File: src/rtl/fold_sig_accum.sv
// Frame signature accumulator: rotate-XOR over folded words with saturating beat count.
// Optional FOLD_SIG_PARITY_EN drives sig_par as the parity of sig; otherwise sig_par is 0.
module fold_sig_accum #(
    parameter int CNT_W = 8
) (
    input  logic             clk,
    input  logic             rst_n,
    input  logic             in_valid,
    output logic             in_ready,
    input  logic [15:0]      aa,
    input  logic [15:0]      bb,
    input  logic             in_last,
    output logic             out_valid,
    input  logic             out_ready,
    output logic [15:0]      sig,
    output logic [CNT_W-1:0] beat_cnt,
    output logic             cnt_ovf,
    output logic             sig_par
);

    typedef enum logic [1:0] {
        IDLE,
        ACCUM,
        HOLD
    } state_t;

    localparam logic [CNT_W-1:0] CNT_MAX = '1;

    state_t           state_q, state_d;
    logic [15:0]      sig_q, sig_d;
    logic [CNT_W-1:0] cnt_q, cnt_d;
    logic             ovf_q, ovf_d;
    logic             accept;

    always_ff @(posedge clk) begin
        if (!rst_n) begin
            state_q <= IDLE;
            sig_q   <= '0;
            cnt_q   <= '0;
            ovf_q   <= 1'b0;
        end else begin
            state_q <= state_d;
            sig_q   <= sig_d;
            cnt_q   <= cnt_d;
            ovf_q   <= ovf_d;
        end
    end

    always_comb begin
        state_d = state_q;
        unique case (state_q)
            IDLE: begin
                if (accept) state_d = in_last ? HOLD : ACCUM;
            end
            ACCUM: begin
                if (accept && in_last) state_d = HOLD;
            end
            HOLD: begin
                if (out_ready) state_d = IDLE;
            end
            default: state_d = IDLE;
        endcase
    end

    always_comb begin
        in_ready  = (state_q != HOLD);
        out_valid = (state_q == HOLD);
    end

    assign accept = in_valid & in_ready;

    // A beat in IDLE starts a fresh frame regardless of the previous result.
    always_comb begin
        sig_d = sig_q;
        cnt_d = cnt_q;
        ovf_d = ovf_q;
        if (accept) begin
            if (state_q == IDLE) begin
                sig_d = aa ^ bb;
                cnt_d = {{(CNT_W-1){1'b0}}, 1'b1};
                ovf_d = 1'b0;
            end else begin
                sig_d = {sig_q[14:0], sig_q[15]} ^ aa ^ bb;
                if (cnt_q == CNT_MAX) ovf_d = 1'b1;
                else cnt_d = cnt_q + 1'b1;
            end
        end
    end

    assign sig      = sig_q;
    assign beat_cnt = cnt_q;
    assign cnt_ovf  = ovf_q;

`ifdef FOLD_SIG_PARITY_EN
    assign sig_par = ^sig_q;
`else
    assign sig_par = 1'b0;
`endif

endmodule

File: config.mk
export PLATFORM = sky130hd
export DESIGN_NAME = fold_sig_accum
export DESIGN_NICKNAME = d
export VERILOG_FILES = /design/src/rtl/fold_sig_accum.sv
export SDC_FILE = /design/constraint.sdc
export NUM_CORES = 1
export LEC_CHECK = 0
export CAP_MARGIN = 20
export CORE_MARGIN = 5
export CORE_UTILIZATION = 44
export CTS_BUF_LIST = sky130_fd_sc_hd__clkbuf_16
export CTS_CLUSTER_DIAMETER = 200
export DETAILED_ROUTE_END_ITERATION = 12
export PLACE_DENSITY = 0.84
export RECOVER_POWER = 50
export SLEW_MARGIN = 20
export SYNTH_ARGS = -nofsm -noshare
export SYNTH_HDL_FRONTEND = slang
export SYNTH_SLANG_ARGS = --single-unit
File: constraint.sdc
create_clock -name clk -period 2.9 [get_ports clk]
set_input_delay 0.58 -clock clk [delete_from_list [all_inputs] [get_ports clk]]
set_output_delay 0.58 -clock clk [all_outputs]
set_load 0.03 [all_outputs]
==> flow_metrics.tcl <==
set metrics [dict create \
    worstMarginPinSlew_ns 0.713 \
    drive_gt1_share_pct 2.16 \
    finalNetCount 270 \
    mostFrequentLayoutCells "clkdlybuf4s50_1 (43), xnor2_1 (32), dfxtp_1 (27), nand2_1 (22)" \
    final-seq-area_um2 541 \
    setup-tns-final_ns 0 \
    grt_pass1_vias 1312 \
    fillers 279 \
    rsz0062_at_grt "no" \
    gp_congestion 0.938 \
    antenna_found_initial 0 \
    grt_max_degree 22 \
    ys_seq_elements 27 \
    cts_tree "built" \
    h-tree-depth 1 \
    cts_resized 0 \
    period_needed_ns 2.25 \
    clk_pin_slew_ns 0.06 \
    routed_wl_um 3580 \
    rows 20 \
    synth_nets 211 \
    vias 1398 \
    via_per_inst 5.08 \
    p_total_mw 0.977 \
    yosysWarnings 0 \
    static-leakage-power_nw 0.806 \
    slowest_delay_ns 0.73 \
    slew_headroom_pct 52.5 \
    drc 0 \
    numCtsBuffers 3 \
    cts_setup_buffers 0 \
    hpwl_um 2710 \
    postRouteAntennaNets 0 \
    diodes 0 \
    cp_cell_sequence "nand2b_1 -> clkdlybuf4s50_1" \
    syn_area_per_cell_um2 8.32 \
    final_common_cell "clkdlybuf4s50_1" \
    drtIter0Drc 121 \
    p_per_area_nw_per_um2 454 \
    cp.arrival_ns 1.67 \
    synthCells 173 \
    critPathLaunch "state_q[0]" \
    hold_viol_final 0 \
    cts.sinks 27 \
    grt_pass1_wl_um 5760 \
    fin_ws_ns 0.646 \
    clock_latency_ns 0.25 \
    grt-ovfl-total 0 \
    die_y_um 67.2 \
    grtUsageTotal_pct 16.5 \
    drt-wirelength-per-cell_um 13.0 \
    cts_buffer_depth 2 \
    dp_cells 271 \
    portBuffers 63 \
    initial_core_util_pct 46.4 \
    setup_viol 0 \
    layout.cells.non_filler 275 \
    ys_seq_area_share_pct 37.5 \
    crit_type "reg2out" \
    die_w_um 67.2 \
    hold_class "reg2reg" \
    synthToLayoutAreaGrowth_pct 49.5 \
    dieArea_um2 4520 \
    netlist_area_um2 1440 \
    synth_cell_types 38 \
    multi_input_area_um2 825 \
    fin_crit_sh_pct 77.7 \
    first_pass_iters 4 \
    core_um2 3100 \
    cp.required_ns 2.32 \
    critPathCaptureType "output port" \
    slew_viol_final 0 \
    min_from "sig[7]" \
    holdWs_ns 0.472 \
    slowest_stage "clkdlybuf4s50_1" \
    skew_ns 0.00192 \
    ios 65 \
    max_cap_violations 0 \
    postCtsHoldBufs 0 \
    fmax_mhz 444 \
    ir_worst_vdd_mv 0.224 \
    cp-start-kind "flop" \
    dpl_worst_slack_ns 0.560 \
    reg2reg_from "state_q[0]" \
    crit_path_max_fanout 6 \
    status "finished clean" \
    root_buffer "clkbuf_16" \
]
## cells in the mapped netlist
cell type | count | area, µm²
o41ai_1 | 1 | 8.76
o311ai_0 | 1 | 8.76
buf_1 | 1 | 3.75
mux2i_1 | 1 | 10.0
dfxtp_1 | 27 | 541
xnor2_1 | 32 | 280
clkbuf_1 | 4 | 15.0
nand2_1 | 21 | 78.8
or2_1 | 1 | 6.26
o21ai_1 | 18 | 90.1
nor3b_1 | 1 | 7.51
nand3_1 | 20 | 100
nor2_1 | 4 | 15.0
xor2_1 | 1 | 8.76
a211o_1 | 1 | 8.76
a21o_1 | 2 | 15.0
buf_2 | 3 | 15.0
buf_4 | 1 | 7.51
buf_6 | 1 | 11.3
nand3b_1 | 1 | 7.51
conb_1 | 1 | 3.75
o211ai_1 | 1 | 7.51
and4_1 | 2 | 17.5
a21oi_1 | 4 | 20.0
o21ai_0 | 1 | 5.00
nand2b_1 | 1 | 6.26
o22ai_1 | 1 | 6.26
nor3_1 | 3 | 15.0
nand2_4 | 1 | 11.3
a41oi_1 | 1 | 8.76
or4_1 | 2 | 15.0
o21a_1 | 2 | 15.0
inv_1 | 3 | 11.3
inv_2 | 1 | 3.75
nand4_1 | 3 | 18.8
and2_1 | 1 | 6.26
ha_1 | 1 | 12.5
o2111ai_1 | 2 | 17.5
## flip-flops by register name, summed over array words and instances, names as in the netlist
signal	count
beat_cnt	8
cnt_ovf	1
sig	16
state_q	2
## logic make-up after synthesis
family	share of synthesized area [%]
AND/OR/NAND/NOR	21.2
flip-flops	37.5
XOR/XNOR	20.1
multiplexers	0.695
adder cells (fa/ha/maj)	0.869
buffers and inverters	4.69
other	0.260
AO/OA/AOI/OAI	14.7
## layer usage
| layer | share of wire [%] | GRT usage (%) | vias to the layer above |
|---|---|---|---|
| met5 | 0 | 0 | - |
| met4 | 0.47 | 4.56 | 0 |
| met3 | 9.9 | 5.16 | 2 |
| met2 | 48 | 27.6 | 54 |
| met1 | 42 | 20.3 | 626 |
| li1 | - | - | 716 |
## power breakdown
part	internal, mW	switching [mW]
combinational	0.124	0.130
sequential	0.395	0.0203
clock	0.186	0.122
total	0.705	0.272
## area by class of cell
type / count / area share, %
inverter: 4 / 0.697
timing repair buffer: 64 / 29.6
tap: 44 / 2.56
sequential: 27 / 25.1
multi-input combinational: 132 / 38.3
clock inverter: 1 / 0.232
clock buffer: 3 / 3.49
## worst max-delay path, delay by kind of cell, from the launching register on
| family | cells | cell delay (ns) |
|---|---|---|
| DFF | 1 | 0.42 |
| buffers and inverters | 1 | 0.73 |
| and+or+nand+nor | 1 | 0.27 |
## worst paths after layout
path                                    end  slack, ns  cells after the start
worst max-delay path               in_ready       0.65                      2
worst min-delay path                 sig[7]       0.47                      2
worst max register to register  beat_cnt[5]       0.92                      4
worst min register to register       sig[7]       0.47                      2
## stage by stage
step	cell area, µm²	util, %
global placement	2080	67.1
CTS	2160	69.6
floorplan	1440	-
detailed placement	2080	67.1
finish	2150	69.4
global route	2150	69.4
(Power assumes the default switching activity.)
